[src/rtl/mbist_pkg.sv]
// -----------------------------------------------------------------------------
// mbist_pkg
// Shared types and the fixed March C- element table used by the MBIST march
// sequencer and its address generator.
//   state_t     : sequencer FSM states (IDLE, RUN, DRAIN, DONE)
//   op_t        : memory operation of one March step (w0, w1, r0, r1)
//   MARCH_TABLE : per element {direction, op count, first op, second op}
// -----------------------------------------------------------------------------
package mbist_pkg;

  typedef enum logic [1:0] {
    IDLE  = 2'd0,
    RUN   = 2'd1,
    DRAIN = 2'd2,
    DONE  = 2'd3
  } state_t;

  typedef enum logic [1:0] {
    OP_W0 = 2'd0,
    OP_W1 = 2'd1,
    OP_R0 = 2'd2,
    OP_R1 = 2'd3
  } op_t;

  localparam int         NUM_ELEM  = 6;
  localparam logic [2:0] LAST_ELEM = 3'd5;

  // dir: 0 = ascending addresses, 1 = descending addresses
  typedef struct packed {
    logic       dir;
    logic [1:0] nops;
    op_t        op0;
    op_t        op1;
  } elem_t;

  // March C-: up(w0) up(r0,w1) up(r1,w0) down(r0,w1) down(r1,w0) down(r0)
  // Single-op elements repeat their op in the unused slot.
  localparam elem_t MARCH_TABLE [NUM_ELEM] = '{
    '{1'b0, 2'd1, OP_W0, OP_W0},
    '{1'b0, 2'd2, OP_R0, OP_W1},
    '{1'b0, 2'd2, OP_R1, OP_W0},
    '{1'b1, 2'd2, OP_R0, OP_W1},
    '{1'b1, 2'd2, OP_R1, OP_W0},
    '{1'b1, 2'd1, OP_R0, OP_R0}
  };

  // Number of ops in element idx (0 for indices outside the table).
  function automatic logic [1:0] elem_nops(input logic [2:0] idx);
    logic [1:0] n;
    if (idx <= LAST_ELEM) begin
      n = MARCH_TABLE[idx].nops;
    end else begin
      n = 2'd0;
    end
    return n;
  endfunction

  // Address direction of element idx.
  function automatic logic elem_dir(input logic [2:0] idx);
    logic d;
    if (idx <= LAST_ELEM) begin
      d = MARCH_TABLE[idx].dir;
    end else begin
      d = 1'b0;
    end
    return d;
  endfunction

  // Op number sel (0 or 1) of element idx.
  function automatic op_t elem_op(input logic [2:0] idx, input logic sel);
    op_t o;
    if (idx > LAST_ELEM) begin
      o = OP_W0;
    end else if (sel) begin
      o = MARCH_TABLE[idx].op1;
    end else begin
      o = MARCH_TABLE[idx].op0;
    end
    return o;
  endfunction

  function automatic logic op_is_write(input op_t op);
    return (op == OP_W0) || (op == OP_W1);
  endfunction

  // Background bit written, or expected on a read, by this op.
  function automatic logic op_bg(input op_t op);
    return (op == OP_W1) || (op == OP_R1);
  endfunction

endpackage

[src/rtl/mbist_addr_gen.sv]
// -----------------------------------------------------------------------------
// mbist_addr_gen
// Loadable up/down address counter for the March sequencer. A load presets the
// counter to the first address of the chosen direction; a step moves one word
// and wraps naturally inside the ADDR_W-bit range.
// Ports:
//   clk, rst : clock, asynchronous active-high reset
//   load     : preset to 0 (dir=0) or N-1 (dir=1) and latch the direction
//   dir      : direction applied on load
//   step     : advance one address in the latched direction
//   addr     : current address (registered)
//   last     : addr is the final address of the current direction
// -----------------------------------------------------------------------------
module mbist_addr_gen #(
  parameter int ADDR_W = 4
) (
  input  logic              clk,
  input  logic              rst,
  input  logic              load,
  input  logic              dir,
  input  logic              step,
  output logic [ADDR_W-1:0] addr,
  output logic              last
);

  logic dir_r;

  // address register and latched direction
  always_ff @(posedge clk or posedge rst) begin
    if (rst) begin
      addr  <= {ADDR_W{1'b0}};
      dir_r <= 1'b0;
    end else if (load) begin
      dir_r <= dir;
      addr  <= dir ? {ADDR_W{1'b1}} : {ADDR_W{1'b0}};
    end else if (step) begin
      addr <= dir_r ? (addr - ADDR_W'(1'b1)) : (addr + ADDR_W'(1'b1));
    end else begin
      addr <= addr;
    end
  end

  // end-of-sweep flag for the current direction
  always_comb begin
    if (dir_r) begin
      last = (addr == {ADDR_W{1'b0}});
    end else begin
      last = (addr == {ADDR_W{1'b1}});
    end
  end

endmodule

[src/rtl/mbist_march_sequencer.sv]
// -----------------------------------------------------------------------------
// mbist_march_sequencer
// March C- sequencer for one single-port SRAM. On start it runs the six March
// elements over all 2**ADDR_W words, one read or write per cycle, compares each
// read against the expected background one cycle later and reports done, a
// sticky fail flag and the address/element of the first mismatch.
//
// Optional feature: define MBIST_STOP_ON_FAIL_EN to abort the run at the first
// mismatch (DONE entered at the edge that sets fail, further ops squashed).
// Without it the run always completes and fail only accumulates.
//
// Ports:
//   clk, rst   : clock, asynchronous active-high reset
//   start      : begin a test (honoured in IDLE and DONE only)
//   mem_addr   : memory address (registered)
//   mem_wdata  : background word; write data, also the expected data of reads
//   mem_we     : write strobe
//   mem_re     : read strobe
//   mem_rdata  : read data, valid the cycle after mem_re
//   busy       : test in progress (RUN or DRAIN)
//   done       : test finished, held until the next start
//   fail       : sticky mismatch flag
//   fail_addr  : address of the first mismatch
//   fail_elem  : March element (0-5) of the first mismatch
// -----------------------------------------------------------------------------
module mbist_march_sequencer
  import mbist_pkg::*;
#(
  parameter int ADDR_W = 4,
  parameter int DATA_W = 8
) (
  input  logic              clk,
  input  logic              rst,
  input  logic              start,
  output logic [ADDR_W-1:0] mem_addr,
  output logic [DATA_W-1:0] mem_wdata,
  output logic              mem_we,
  output logic              mem_re,
  input  logic [DATA_W-1:0] mem_rdata,
  output logic              busy,
  output logic              done,
  output logic              fail,
  output logic [ADDR_W-1:0] fail_addr,
  output logic [2:0]        fail_elem
);

  // Position of the op currently on the memory port
  state_t      state_r;
  logic [2:0]  elem_r;
  logic        opidx_r;

  // Compare stage: the read issued last cycle
  logic              cmp_valid_r;
  logic [DATA_W-1:0] cmp_exp_r;
  logic [ADDR_W-1:0] cmp_addr_r;
  logic [2:0]        cmp_elem_r;

  logic        addr_last_s;
  logic        gen_load_s;
  logic        gen_dir_s;
  logic        gen_step_s;
  logic        last_op_s;
  logic        run_end_s;
  logic [2:0]  nxt_elem_s;
  logic        nxt_opidx_s;
  op_t         nxt_op_s;
  logic        mismatch_s;
  logic        first_mis_s;
  logic        abort_s;

  mbist_addr_gen #(
    .ADDR_W (ADDR_W)
  ) u_addr_gen (
    .clk  (clk),
    .rst  (rst),
    .load (gen_load_s),
    .dir  (gen_dir_s),
    .step (gen_step_s),
    .addr (mem_addr),
    .last (addr_last_s)
  );

  // next op position and address-generator control
  always_comb begin
    nxt_elem_s  = elem_r;
    nxt_opidx_s = opidx_r;
    gen_load_s  = 1'b0;
    gen_dir_s   = 1'b0;
    gen_step_s  = 1'b0;
    run_end_s   = 1'b0;
    last_op_s   = (({1'b0, opidx_r} + 2'd1) == elem_nops(elem_r));
    case (state_r)
      IDLE, DONE: begin
        if (start) begin
          nxt_elem_s  = 3'd0;
          nxt_opidx_s = 1'b0;
          gen_load_s  = 1'b1;
          gen_dir_s   = elem_dir(3'd0);
        end else begin
          nxt_elem_s  = elem_r;
        end
      end
      RUN: begin
        if (!last_op_s) begin
          nxt_opidx_s = 1'b1;
        end else if (!addr_last_s) begin
          nxt_opidx_s = 1'b0;
          gen_step_s  = 1'b1;
        end else if (elem_r == LAST_ELEM) begin
          run_end_s   = 1'b1;
        end else begin
          nxt_elem_s  = elem_r + 3'd1;
          nxt_opidx_s = 1'b0;
          gen_load_s  = 1'b1;
          gen_dir_s   = elem_dir(elem_r + 3'd1);
        end
      end
      default: begin
        nxt_elem_s = elem_r;
      end
    endcase
    nxt_op_s = elem_op(nxt_elem_s, nxt_opidx_s);
  end

  // read-data check and optional abort
  always_comb begin
    mismatch_s  = cmp_valid_r && (mem_rdata != cmp_exp_r);
    first_mis_s = mismatch_s && !fail;
`ifdef MBIST_STOP_ON_FAIL_EN
    abort_s     = first_mis_s && (state_r == RUN);
`else
    abort_s     = 1'b0;
`endif
  end

  // FSM, registered op outputs, compare stage and first-failure capture
  always_ff @(posedge clk or posedge rst) begin
    if (rst) begin
      state_r     <= IDLE;
      elem_r      <= 3'd0;
      opidx_r     <= 1'b0;
      mem_we      <= 1'b0;
      mem_re      <= 1'b0;
      mem_wdata   <= {DATA_W{1'b0}};
      busy        <= 1'b0;
      done        <= 1'b0;
      fail        <= 1'b0;
      fail_addr   <= {ADDR_W{1'b0}};
      fail_elem   <= 3'd0;
      cmp_valid_r <= 1'b0;
      cmp_exp_r   <= {DATA_W{1'b0}};
      cmp_addr_r  <= {ADDR_W{1'b0}};
      cmp_elem_r  <= 3'd0;
    end else begin
      // a read squashed by an abort must not be compared afterwards
      cmp_valid_r <= mem_re & ~abort_s;
      cmp_exp_r   <= mem_wdata;
      cmp_addr_r  <= mem_addr;
      cmp_elem_r  <= elem_r;

      if (first_mis_s) begin
        fail      <= 1'b1;
        fail_addr <= cmp_addr_r;
        fail_elem <= cmp_elem_r;
      end else begin
        fail      <= fail;
      end

      case (state_r)
        IDLE, DONE: begin
          mem_we <= 1'b0;
          mem_re <= 1'b0;
          if (start) begin
            state_r   <= RUN;
            busy      <= 1'b1;
            done      <= 1'b0;
            fail      <= 1'b0;
            fail_addr <= {ADDR_W{1'b0}};
            fail_elem <= 3'd0;
            elem_r    <= nxt_elem_s;
            opidx_r   <= nxt_opidx_s;
            mem_we    <= op_is_write(nxt_op_s);
            mem_re    <= ~op_is_write(nxt_op_s);
            mem_wdata <= {DATA_W{op_bg(nxt_op_s)}};
          end else begin
            state_r   <= state_r;
          end
        end
        RUN: begin
          if (abort_s) begin
            state_r <= DONE;
            busy    <= 1'b0;
            done    <= 1'b1;
            mem_we  <= 1'b0;
            mem_re  <= 1'b0;
          end else if (run_end_s) begin
            state_r <= DRAIN;
            mem_we  <= 1'b0;
            mem_re  <= 1'b0;
          end else begin
            elem_r    <= nxt_elem_s;
            opidx_r   <= nxt_opidx_s;
            mem_we    <= op_is_write(nxt_op_s);
            mem_re    <= ~op_is_write(nxt_op_s);
            mem_wdata <= {DATA_W{op_bg(nxt_op_s)}};
          end
        end
        DRAIN: begin
          // final M5 read is compared during this cycle
          state_r <= DONE;
          busy    <= 1'b0;
          done    <= 1'b1;
          mem_we  <= 1'b0;
          mem_re  <= 1'b0;
        end
        default: begin
          state_r <= IDLE;
          busy    <= 1'b0;
          done    <= 1'b0;
          mem_we  <= 1'b0;
          mem_re  <= 1'b0;
        end
      endcase
    end
  end

endmodule

[config.mk]
export PLATFORM = sky130hd
export DESIGN_NAME = mbist_march_sequencer
export DESIGN_NICKNAME = d
export VERILOG_FILES = /design/src/rtl/mbist_pkg.sv /design/src/rtl/mbist_addr_gen.sv /design/src/rtl/mbist_march_sequencer.sv
export SDC_FILE = /design/constraint.sdc
export NUM_CORES = 1
export LEC_CHECK = 0
export ABC_AREA = 1
export CAP_MARGIN = 30
export CORE_MARGIN = 4
export CORE_UTILIZATION = 52
export DETAILED_ROUTE_END_ITERATION = 10
export PLACE_DENSITY_LB_ADDON = 0.15
export SLEW_MARGIN = 20
export SYNTH_ARGS = -nofsm -noshare
export SYNTH_HDL_FRONTEND = slang
export SYNTH_HIERARCHICAL = 1
export SYNTH_SLANG_ARGS = --single-unit
[constraint.sdc]
create_clock -name clk -period 2.4 [get_ports clk]
set_input_delay 0.6 -clock clk [delete_from_list [all_inputs] [get_ports clk]]
set_output_delay 0.6 -clock clk [all_outputs]
set_load 0.03 [all_outputs]
Word-level counts from Yosys, hierarchy flattened
Memories as Yosys holds them, arrays and structs flattened.
Cells that the tools add are included.
Storage, ports and cells
  input port bits: 11
  memories: 3
  flip-flop bits (word level): 47
  bits in read-only memories: 168
  output and inout port bits: 24
Memories
  (name not given): depth 8, width 7, rd ports 1, clocked after memory_dff 0, write ports 0, RTL line mbist_pkg.sv:77  | o = MARCH_TABLE[idx].op0;
  (name not given): depth 8, width 7, rd ports 1, clocked after memory_dff 0, write ports 0, RTL line mbist_pkg.sv:62  | d = MARCH_TABLE[idx].dir;
  (name not given): depth 8, width 7, rd ports 1, clocked after memory_dff 0, write ports 0, RTL line mbist_pkg.sv:51  | n = MARCH_TABLE[idx].nops;
Operators by class
  reduce and logical (&&, ||, !) cells: 14
  equality and inequality tests: 12
  add/sub/neg operators: 4
  magnitude comparators: 6
  bitwise operators: 5
  multiplexer cells: 72
Operators with widths (number)
  $mux 4: 9
  $mux 1: 32
  $mux 3: 9
  $mux 8: 2
  $pmux 8 s2: 1
  $mux 7: 2
  $ge 4x4->1 const B: 3
  $mux 6: 2
  $not 3->4: 3
  $pmux 3 s2: 2
  $mux 2: 5
  $pmux 1 s2: 5
  $ne 8x8->1: 1
  $eq 2x2->1 const B: 3
  $le 3x3->1 const B: 2
  $ne 2x2->1 const B: 3
  $pmux 1 s3: 2
  $pmux 2 s3: 1
  $add 4x1->4 const B: 1
  $eq 2x1->1 const B: 2
  $eq 4x4->1 const B: 1
  $logic_not 2->1: 2
  $logic_not 4->1: 1
  $reduce_and 2->1: 2
  other kinds (13): 17

Logic depth before layout (Yosys ltp)
Gate-level depths: netlist of the first run.
  depth in word-level cells: 19
  gate-level depth with buffers: 17

By module
Netlist of the first run, hierarchy kept.
Modules (own cells, without submodules)
  mbist_march_sequencer: area an instance 1516.5 um2, cells each 184, instances 1, seq. area each 700.7 um2
  mbist_addr_gen: area an instance 347.8 um2, cells each 44, instances 1, seq. area each 125.1 um2

Worst setup path after synthesis of the first run
OpenSTA, ideal clock, no wires.
  kind: register to register
  from: reg u_addr_gen.addr[0]
  to: reg u_addr_gen.addr[2]
  arrival time: 1.982 ns
  path buffers: 0
  period minus slack after synthesis: 2.115 ns
  setup time: 0.133 ns
  setup slack: 0.285 ns
  cell stages (with the launch flop): 11
  cells stage by stage: dfrtp_1 -> inv_1 -> nand3_1 -> o22ai_1 -> inv_1 -> a21oi_1 -> nand3_1 -> o21ai_0 -> nor2_2 -> a21oi_1 -> a22oi_1
RTL lines
  from (decl): RTL line mbist_addr_gen.sv:22  | output logic [ADDR_W-1:0] addr,
  from (signal assigned): RTL line mbist_addr_gen.sv:31  | addr <= {ADDR_W{1'b0}};
  from (signal assigned): RTL line mbist_addr_gen.sv:35  | addr <= dir ? {ADDR_W{1'b1}} : {ADDR_W{1'b0}};
  from (signal assigned): RTL line mbist_addr_gen.sv:37  | addr <= dir_r ? (addr - ADDR_W'(1'b1)) : (addr + ADDR_W'(1'b1));
  $eq 4x4->1 or $logic_not 4->1 (tied branches): RTL line mbist_addr_gen.sv:48, mbist_addr_gen.sv:46
  $mux 1 *: RTL line mbist_addr_gen.sv:45  | if (dir_r) begin
  named net addr_last_s: RTL line mbist_march_sequencer.sv:58  | logic addr_last_s;
  $mux 1 *: RTL line mbist_march_sequencer.sv:106  | end else if (!addr_last_s) begin
  $mux 1 *: RTL line mbist_march_sequencer.sv:104  | if (!last_op_s) begin
  $pmux 1 s2 *: RTL line mbist_march_sequencer.sv:92  | case (state_r)
  named net gen_load_s: RTL line mbist_march_sequencer.sv:59  | logic gen_load_s;
  $mux 4 or $reduce_bool 2->1 (tied branches)
The timed path passes the listed nets; every way through them passes the cells marked *. The select of a mux whose other input is x is not followed.
A chain may end at the register's enable or synchronous reset.

==> impl_metrics.ini, run 1 <==
[status]
status = completed

[clocking]
cts_tree = done
cts_inserted_buffers = 5
clock_tree.root_cell = clkbuf_4
htreeDepth = 2
clk_pin_slew_ns = 0.10
cts.sinks = 33
cts_buffer_depth = 2
clk_latency_ns = 0.32

[logic_synthesis]
synth_cell_type_count = 31
syn_area_um2 = 1860
async_reset_ff_share_pct = 100
yosys.area.top_type_share_pct = 44.3
ys_dominant_reg_cell = dfrtp_1
synth.net_count = 250
avgSynthCellArea_um2 = 8.18
syn_inst = 228
synth_edf_count = 0
synth_area_leaders = dfrtp_1, nand2_1, ha_1, inv_1, nor2_1
yosysWarnings = 6
post-synth-top-area-cell = dfrtp_1
synth-seq-area-share_pct = 44.3
synth-seq-cells = 33

[final_layout]
insertedDiodeCount = 0
final_nets = 290
nFillCells = 277
synthToLayoutAreaGrowth_pct = 25.9
fin_area_um2 = 2350
final_cells = 315
drive_gt1_share_pct = 13.0
final_common_cell = nand2_1
mostFrequentLayoutCells = nand2_1, clkdlybuf4s50_1, dfrtp_1, inv_1, nor2_1

[routing]
met3_wirelength_um = 230
vias_per_cell = 4.85
final_antenna_net_count = 0
initialDrtViolationCount = 94
wl_per_cell_um = 11.8
drt_wl_total_um = 3700
topRoutingLayerUsed = met4
vias = 1527
drc = 0
wl_met2_um = 1710
firstDrtPassIters = 4
drt-met1-wl_um = 1700

[worst_setup_path]
crit_path_max_fanout = 10
crit_chain = clkdlybuf4s50_1
cp-end-kind = primary output
cp_slowest_cell = clkdlybuf4s50_1
crit_path_start_kind = register
worstPathArrival_ns = 1.56
slowest_delay_ns = 0.73
path_delay_family = buffers and inverters
critical_path_class = register to primary output
path_buf_inv = 1
cp.required_ns = 1.80

[sta]
finalMaxSlewViolations = 0
min_period_ns = 2.16
max_freq_ghz = 0.464
slew_headroom_pct = 70.3
finalClockSkew_ns = 0.0103
setup_viol = 0
tns_ns = 0
max_slew.worst_pin.slew_ns = 0.440
fin_crit_sh_pct = 89.8
finalHoldViolCount = 0
rsz0062_at_grt = no

[power]
p_leak_nw = 1.17
power_density_nw_per_um2 = 1330
ir_worst_vdd_v = 0.000785

[placement]
gp_congestion = 0.866
hpwl_um = 2930
placedInstanceArea_um2 = 2250
io_buffers = 34
dp_cells = 307

[global_route]
grt_pass1_wl_um = 6070
grt_usage_pct = 18.0
overflow = 0
antenna_found_initial = 0
grt_max_degree = 29
grt_pass1_vias = 1366

[floorplanning]
fp.dieW_um = 67.9
dieArea_um2 = 4610
core_um2 = 3390
rows = 21
die_y_um = 67.9
start_util_pct = 55.0
io_pins = 35

[hold_path]
hp-class = register to register

[flow_run]
max-cap-violations = 0
## registers in the layout, summed over array words and instances (netlist names)
register	flops
fail_addr	4
mem_we	1
mem_wdata	1
state_r	2
mem_re	1
busy	1
opidx_r	1
done	1
u_addr_gen/addr	4
cmp_elem_r	3
cmp_valid_r	1
u_addr_gen/dir_r	1
cmp_addr_r	4
elem_r	3
fail	1
cmp_exp_r	1
fail_elem	3
## routing by layer
metal	up-vias	track usage, %
li1	803	-
met1	679	22.6
met2	41	28.7
met3	4	4.60
met4	0	9.43
met5	-	0
## logic make-up (layout without fill, tap and decap cells)
kind of cell / after synthesis / after routing / share of synthesized area [%]
AND/OR/NAND/NOR: 107 / 107 / 26.0
adder cells (fa/ha/maj): 11 / 11 / 7.79
buffers and inverters: 41 / 82 / 9.66
flip-flops: 33 / 33 / 44.3
multiplexers: 1 / 1 / 0.537
XOR/XNOR: 2 / 2 / 0.940
AO/OA/AOI/OAI: 33 / 33 / 10.8
## synth_stat cells (2+ instances only)
library cell,count
inv_2,3
a21oi_1,5
nand4_1,3
o211ai_1,2
a21oi_2,3
xnor2_1,2
nand3_2,4
nand2_2,6
nand2_1,46
nor2_2,2
nor2_1,29
inv_1,31
o21ai_0,15
ha_1,10
nand3_1,12
dfrtp_1,33
buf_4,7
nor3_1,2
## repair_timing
item / CTS / global route
hold buffers: 0 / 0
setup buffers: 0 / 0
gates resized for setup: 0 / 2
setup endpoints to repair: 0 / 2
## path summary, 6_finish.rpt
| path | startpoint | to | slack, ns | cells after the start |
|---|---|---|---|---|
| worst max-delay path | mem_wdata[6] | mem_wdata[0] | 0.24 | 1 |
| worst min-delay path | mem_re | cmp_valid_r | 0.38 | 0 |
| worst max register to register | u_addr_gen/addr[0] | u_addr_gen/addr[2] | 0.28 | 10 |
| worst min register to register | mem_re | cmp_valid_r | 0.38 | 0 |
| max in group asynchronous | rst | cmp_exp_r[6] | 1.46 | 3 |
| min in group asynchronous | rst | u_addr_gen/addr[1] | 0.49 | 2 |
## power breakdown
| group | switching, mW | internal (mW) | total (mW) |
|---|---|---|---|
| Combinational | 1.11 | 0.687 | 1.80 |
| Sequential | 0.144 | 0.758 | 0.902 |
| Clock | 0.182 | 0.248 | 0.430 |
| Total | 1.44 | 1.69 | 3.13 |
## metrics by stage
stage               hold slack, ns  utilization, %  setup slack [ns]  power, mW
global route                 0.420            69.3            0.0664       3.40
floorplan                    0.379               -             0.285       2.17
finish                       0.382            69.3             0.244       3.13
CTS                          0.386            69.1             0.200       3.15
detailed placement           0.365            66.5             0.105       2.71
global placement             0.358            66.5             0.176       2.67
## area by class of cell
| type | instances | area (um^2) | area share, % |
|---|---|---|---|
| Multi-Input combinational cell | 154 | 862 | 36.7 |
| Sequential cell | 33 | 826 | 35.2 |
| Timing Repair Buffer | 40 | 385 | 16.4 |
| Inverter | 34 | 128 | 5.44 |
| Tap cell | 46 | 57.6 | 2.45 |
| Clock buffer | 6 | 51.3 | 2.19 |
| Clock inverter | 2 | 37.5 | 1.60 |
No activity file was read; power rests on OpenSTA's default activity.
==> inputs of run 2 (changes only) <==
Settings changed: ABC_AREA 1 to unset.
==> impl_metrics.ini, run 2 <==
[worst_setup_path]
cp.required_ns = 2.62
crit_path_max_fanout = 4
critical_path_class = register to register
cp-end-kind = register
path_delay_family = simple AND/OR/NAND/NOR gates
cp_slowest_cell = or4_4
slowest_delay_ns = 0.52
path_depth = 10
crit_path_start_kind = register
rr_worst_depth = 10
path_buf_inv = 1
crit_chain = inv_2 > or4_4 > o21ai_4 > a21boi_4 > o31a_1 > nand3_2 > a21oi_4 > and4bb_2 > a2bb2oi_2 > nor3_2
worstPathArrival_ns = 2.77

[floorplanning]
die_y_um = 69.8
core_um2 = 3660
fp.dieW_um = 69.8
dieArea_um2 = 4870
rows = 22
io_pins = 35
start_util_pct = 54.2

[sta]
tns_ns = -0.569
fin_crit_sh_pct = 106
setup_viol = 5
max_slew.worst_pin.slew_ns = 0.695
finalMaxSlewViolations = 0
slew_headroom_pct = 53.5
fin_ws_ns = -0.150
finalClockSkew_ns = 0.00970
finalHoldViolCount = 0
rsz0062_at_grt = yes
min_period_ns = 2.55
max_freq_ghz = 0.392

[logic_synthesis]
post-synth-top-area-cell = dfrtp_1
synth_area_leaders = dfrtp_1, ha_1, mux2i_1, nor2_1, buf_4
ys_dominant_reg_cell = dfrtp_1
synth.most_common_cell = dfrtp_1
syn_inst = 202
yosysWarnings = 6
synth_edf_count = 0
yosys.area.top_type_share_pct = 41.6
synth-seq-area-share_pct = 41.6
synth_top_family_by_area = compound AO/OA/AOI/OAI gates
synthTopCellsByCount = dfrtp_1, nor2_1, nand2_1
async_reset_ff_share_pct = 100
syn_area_um2 = 1980
yosys.area_share.simple_pct = 18.5
yosys.area_share.adder_pct = 7.32
synth-seq-cells = 33
avgSynthCellArea_um2 = 9.82
synth.net_count = 224
synth_compound_area_share_pct = 18.9
synth_mux_area_share_pct = 4.61
synth_cell_type_count = 59
synth_xor_area_share_pct = 1.77

[final_layout]
synthToLayoutAreaGrowth_pct = 39.9
final_common_cell = clkdlybuf4s50_1
drive_gt1_share_pct = 28.5
final_nets = 277
mostFrequentLayoutCells = clkdlybuf4s50_1, dfrtp_1, buf_4, nor2_1, inv_1
top_regs = cmp_addr_r: 4 flops, fail_addr: 4 flops, u_addr_gen/addr: 4 flops
insertedDiodeCount = 0
postLayoutCoreUtil_pct = 75.8

[global_route]
overflow = 0
antenna_found_initial = 0
grt_pass1_vias = 1703
grt_usage_pct = 19.7
grt_max_degree = 29
grt_pass1_wl_um = 7740

[placement]
io_buffers = 34
gp_congestion = 0.935
hpwl_um = 3570

[power]
power_density_nw_per_um2 = 1520
finalPower_mw = 4.21
p_leak_nw = 1.18
ir_worst_vdd_v = 0.000776

[clocking]
cts_buffer_depth = 2
htreeDepth = 2
cts_tree = done
hold_buffers = 0
cts_inserted_buffers = 5
cts.sinks = 33
clock_tree.root_cell = clkbuf_8
clk_latency_ns = 0.29
clk_pin_slew_ns = 0.07

[routing]
final_antenna_net_count = 0
initialDrtViolationCount = 106
wl_per_cell_um = 17.8
vias_per_cell = 5.96
met3_wirelength_um = 370
drt-met1-wl_um = 2130
drc = 0
topRoutingLayerUsed = met4
wl_met2_um = 2780
drt_wl_total_um = 5430
vias = 1812
firstDrtPassIters = 4

[status]
status = finished with violations
violations = setup timing

[hold_path]
hp-class = register to register
hold_depth = 0

[flow_run]
max-cap-violations = 0
==> run 2: changes by cell type after synthesis, moves of 5 or more <==
cell | previous run | this run
nand2_1 | 46 | 14
inv_1 | 31 | 13
nor2_1 | 29 | 19
mux2i_1 | 1 | 8
nand3_1 | 12 | 5
o21ai_0 | 15 | 8
nand2_2 | 6 | 0
a21oi_1 | 5 | 10
o31ai_1 | 0 | 5
==> run 2: final cells by class <==
class	instances	area [um^2]
clock buffers	5	68.8
clock inverters	3	46.3
fillers	233	887
inverters	14	52.6
multi-input cells	141	1170
flip-flops and latches	33	830
well taps	48	60.1
repair buffers	60	543
==> run 2: worst paths after layout <==
path,from,end,slack [ns]
max,u_addr_gen/dir_r,u_addr_gen/addr[3],-0.15
min,mem_re,cmp_valid_r,0.42
max reg2reg,u_addr_gen/dir_r,u_addr_gen/addr[3],-0.15
min reg2reg,mem_re,cmp_valid_r,0.42
max in group asynchronous,rst,elem_r[0],1.36
min in group asynchronous,rst,u_addr_gen/addr[0],0.56
==> run 2: through the flow <==
step / cells / setup slack, ns / area [um^2] / hold WS (ns)
floorplan: 202 / -0.0852 / 2010 / 0.378
global placement: 290 / 0.0387 / 2470 / 0.388
detailed placement: 290 / -0.0675 / 2470 / 0.400
CTS: 300 / -0.0523 / 2610 / 0.422
global route: 304 / -0.242 / 2770 / 0.438
finish: 304 / -0.150 / 2770 / 0.421
==> run 2: timing repair <==
action,in CTS,in global routing
setup endpoints to repair,3,12
pin swaps,2,13
setup buffers,2,4
gates resized for setup,3,26
hold endpoints to repair,0,0
==> run 2: worst reg2reg max path: stages, from the launching register on <==
cell	delay, ns
dfrtp_1	0.40
inv_2	0.05
or4_4	0.52
o21ai_4	0.15
a21boi_4	0.20
o31a_1	0.27
nand3_2	0.16
a21oi_4	0.19
and4bb_2	0.27
a2bb2oi_2	0.13
nor3_2	0.15
==> run 2: kinds of logic after synthesis <==
logic type / count (synthesis)
and+or+nand+nor: 67
AOI/OAI and AO/OA: 50
DFF: 33
buffers and inverters: 28
adders and majority gates: 11
muxes: 9
xor gates and xnor gates: 4
==> run 2: power by group <==
part	total [mW]	internal, mW	switching (mW)
Clock	0.522	0.310	0.212
Sequential	0.983	0.787	0.196
Combinational	2.70	1.15	1.55
==> run 2: per-layer routing <==
layer / vias up / global-route usage [%]
li1: 823 / -
met1: 877 / 22.2
met2: 94 / 35.0
met3: 18 / 5.51
met4: 0 / 8.30
met5: - / 0
==> inputs of run 3 (changes only) <==
--- a/config.mk
+++ b/config.mk
@@ -11,4 +11,5 @@
 export DETAILED_ROUTE_END_ITERATION = 10
 export PLACE_DENSITY_LB_ADDON = 0.15
+export REMOVE_ABC_BUFFERS = 1
 export SLEW_MARGIN = 20
 export SYNTH_ARGS = -nofsm -noshare
==> constraint.sdc (replaced) <==
create_clock -name clk -period 2.4 [get_ports clk]
set_input_delay 0.48 -clock clk [delete_from_list [all_inputs] [get_ports clk]]
set_output_delay 0.48 -clock clk [all_outputs]
set_load 0.03 [all_outputs]
==> impl_metrics.ini, run 3 (synthesis gave the netlist of run 2 again) <==
[status]
status = finished with violations
violations = setup timing

[sta]
fin_crit_sh_pct = 107
max_freq_ghz = 0.389
finalMaxSlewViolations = 0
min_period_ns = 2.57
rsz0062_at_grt = yes
slew_headroom_pct = 52.4
max_slew.worst_pin.slew_ns = 0.712
fin_ws_ns = -0.172
hold_ws_ns = 0.375
setup_viol = 5
finalHoldViolCount = 0
finalClockSkew_ns = 0.00805

[worst_setup_path]
crit_path_max_fanout = 3
path_buf_inv = 1
slowest_delay_ns = 0.54
cp-end-kind = register
critical_path_class = register to register
cp.required_ns = 2.55
worstPathArrival_ns = 2.73
crit_chain = or4_4 > o21ai_4 > a21boi_2 > o31a_1 > nand2_1 > a311o_1 > buf_4 > mux2i_1 > o22ai_1
crit_path_start_kind = register
cp_slowest_cell = or4_4
path_delay_family = compound AO/OA/AOI/OAI gates

[final_layout]
top_regs = cmp_addr_r: 4 flops, fail_addr: 4 flops, u_addr_gen/addr: 4 flops
final_common_cell = clkdlybuf4s50_1
postLayoutCoreUtil_pct = 74.2
drive_gt1_share_pct = 24.2
insertedDiodeCount = 0
final_nets = 281
mostFrequentLayoutCells = clkdlybuf4s50_1, dfrtp_1, buf_4, nor2_1, nand2_1
synthToLayoutAreaGrowth_pct = 37.0

[floorplanning]
start_util_pct = 54.2
core_um2 = 3660
die_y_um = 69.8
dieArea_um2 = 4870
fp.dieW_um = 69.8
io_pins = 35
rows = 22

[global_route]
grt_pass1_wl_um = 7780
grt_usage_pct = 19.6
grt_max_degree = 29
overflow = 0
grt_pass1_vias = 1725
antenna_found_initial = 0

[hold_path]
hp-class = register to register

[power]
power_density_nw_per_um2 = 1510
p_leak_nw = 1.19
ir_worst_vdd_v = 0.000923
finalPower_mw = 4.10

[placement]
gp_congestion = 0.918
dp_slack_ns = -0.163
hpwl_um = 3480
io_buffers = 34

[clocking]
cts.sinks = 33
clk_latency_ns = 0.29
cts_tree = done
clk_pin_slew_ns = 0.07
clock_tree.root_cell = clkbuf_8
hold_buffers = 0
cts_inserted_buffers = 5
htreeDepth = 2
cts_buffer_depth = 2

[routing]
final_antenna_net_count = 0
wl_per_cell_um = 15.4
drt_wl_total_um = 4760
firstDrtPassIters = 4
initialDrtViolationCount = 93
vias = 1751
drc = 0
vias_per_cell = 5.69

[flow_run]
max-cap-violations = 0
-- run 3: per-stage QoR --
step | instance area [um^2] | instances | setup TNS, ns
floorplan | 1890 | 188 | -1.82
global placement | 2490 | 296 | -0.337
detailed placement | 2490 | 296 | -0.613
CTS | 2650 | 306 | -0.223
global route | 2720 | 308 | -1.38
finish | 2720 | 308 | -0.629
-- run 3: worst paths after layout --
check	from	end	slack [ns]	cells after the start
min reg2reg	mem_re	cmp_valid_r	0.38	0
max reg2reg	u_addr_gen/addr[1]	mem_we	-0.17	9
min in group asynchronous	rst	u_addr_gen/addr[0]	0.42	2
min	mem_re	cmp_valid_r	0.38	0
max	u_addr_gen/addr[1]	mem_we	-0.17	9
max in group asynchronous	rst	fail_addr[1]	1.55	3
-- run 3: per-layer routing --
layer	track usage [%]	wire length, um	part of all wire [%]
met3	4.20	322	6.8
met1	23.3	1980	42
met2	35.3	2400	50
met4	6.17	57	1.2
met5	0	0	0
-- run 3: area by class of cell --
cell class	instances	area, um^2
clock buffers	7	86.3
clock inverters	1	30.0
fillers	273	945
inverters	14	52.6
multi-input cells	141	1090
flip-flops and latches	33	826
well taps	48	60.1
repair buffers	64	569
-- run 3: report_power, final --
part,total [mW],leakage [nW],internal (mW),switching (mW)
clock network,0.541,0.0585,0.338,0.203
logic,2.62,0.712,1.15,1.47
registers,0.941,0.422,0.784,0.158
-- run 3: timing repair --
action | in CTS | in global routing
buffers inserted | 2 | 2
endpoints found under the setup margin | 9 | 11
pin swaps | 4 | 4
resized for setup | 8 | 10
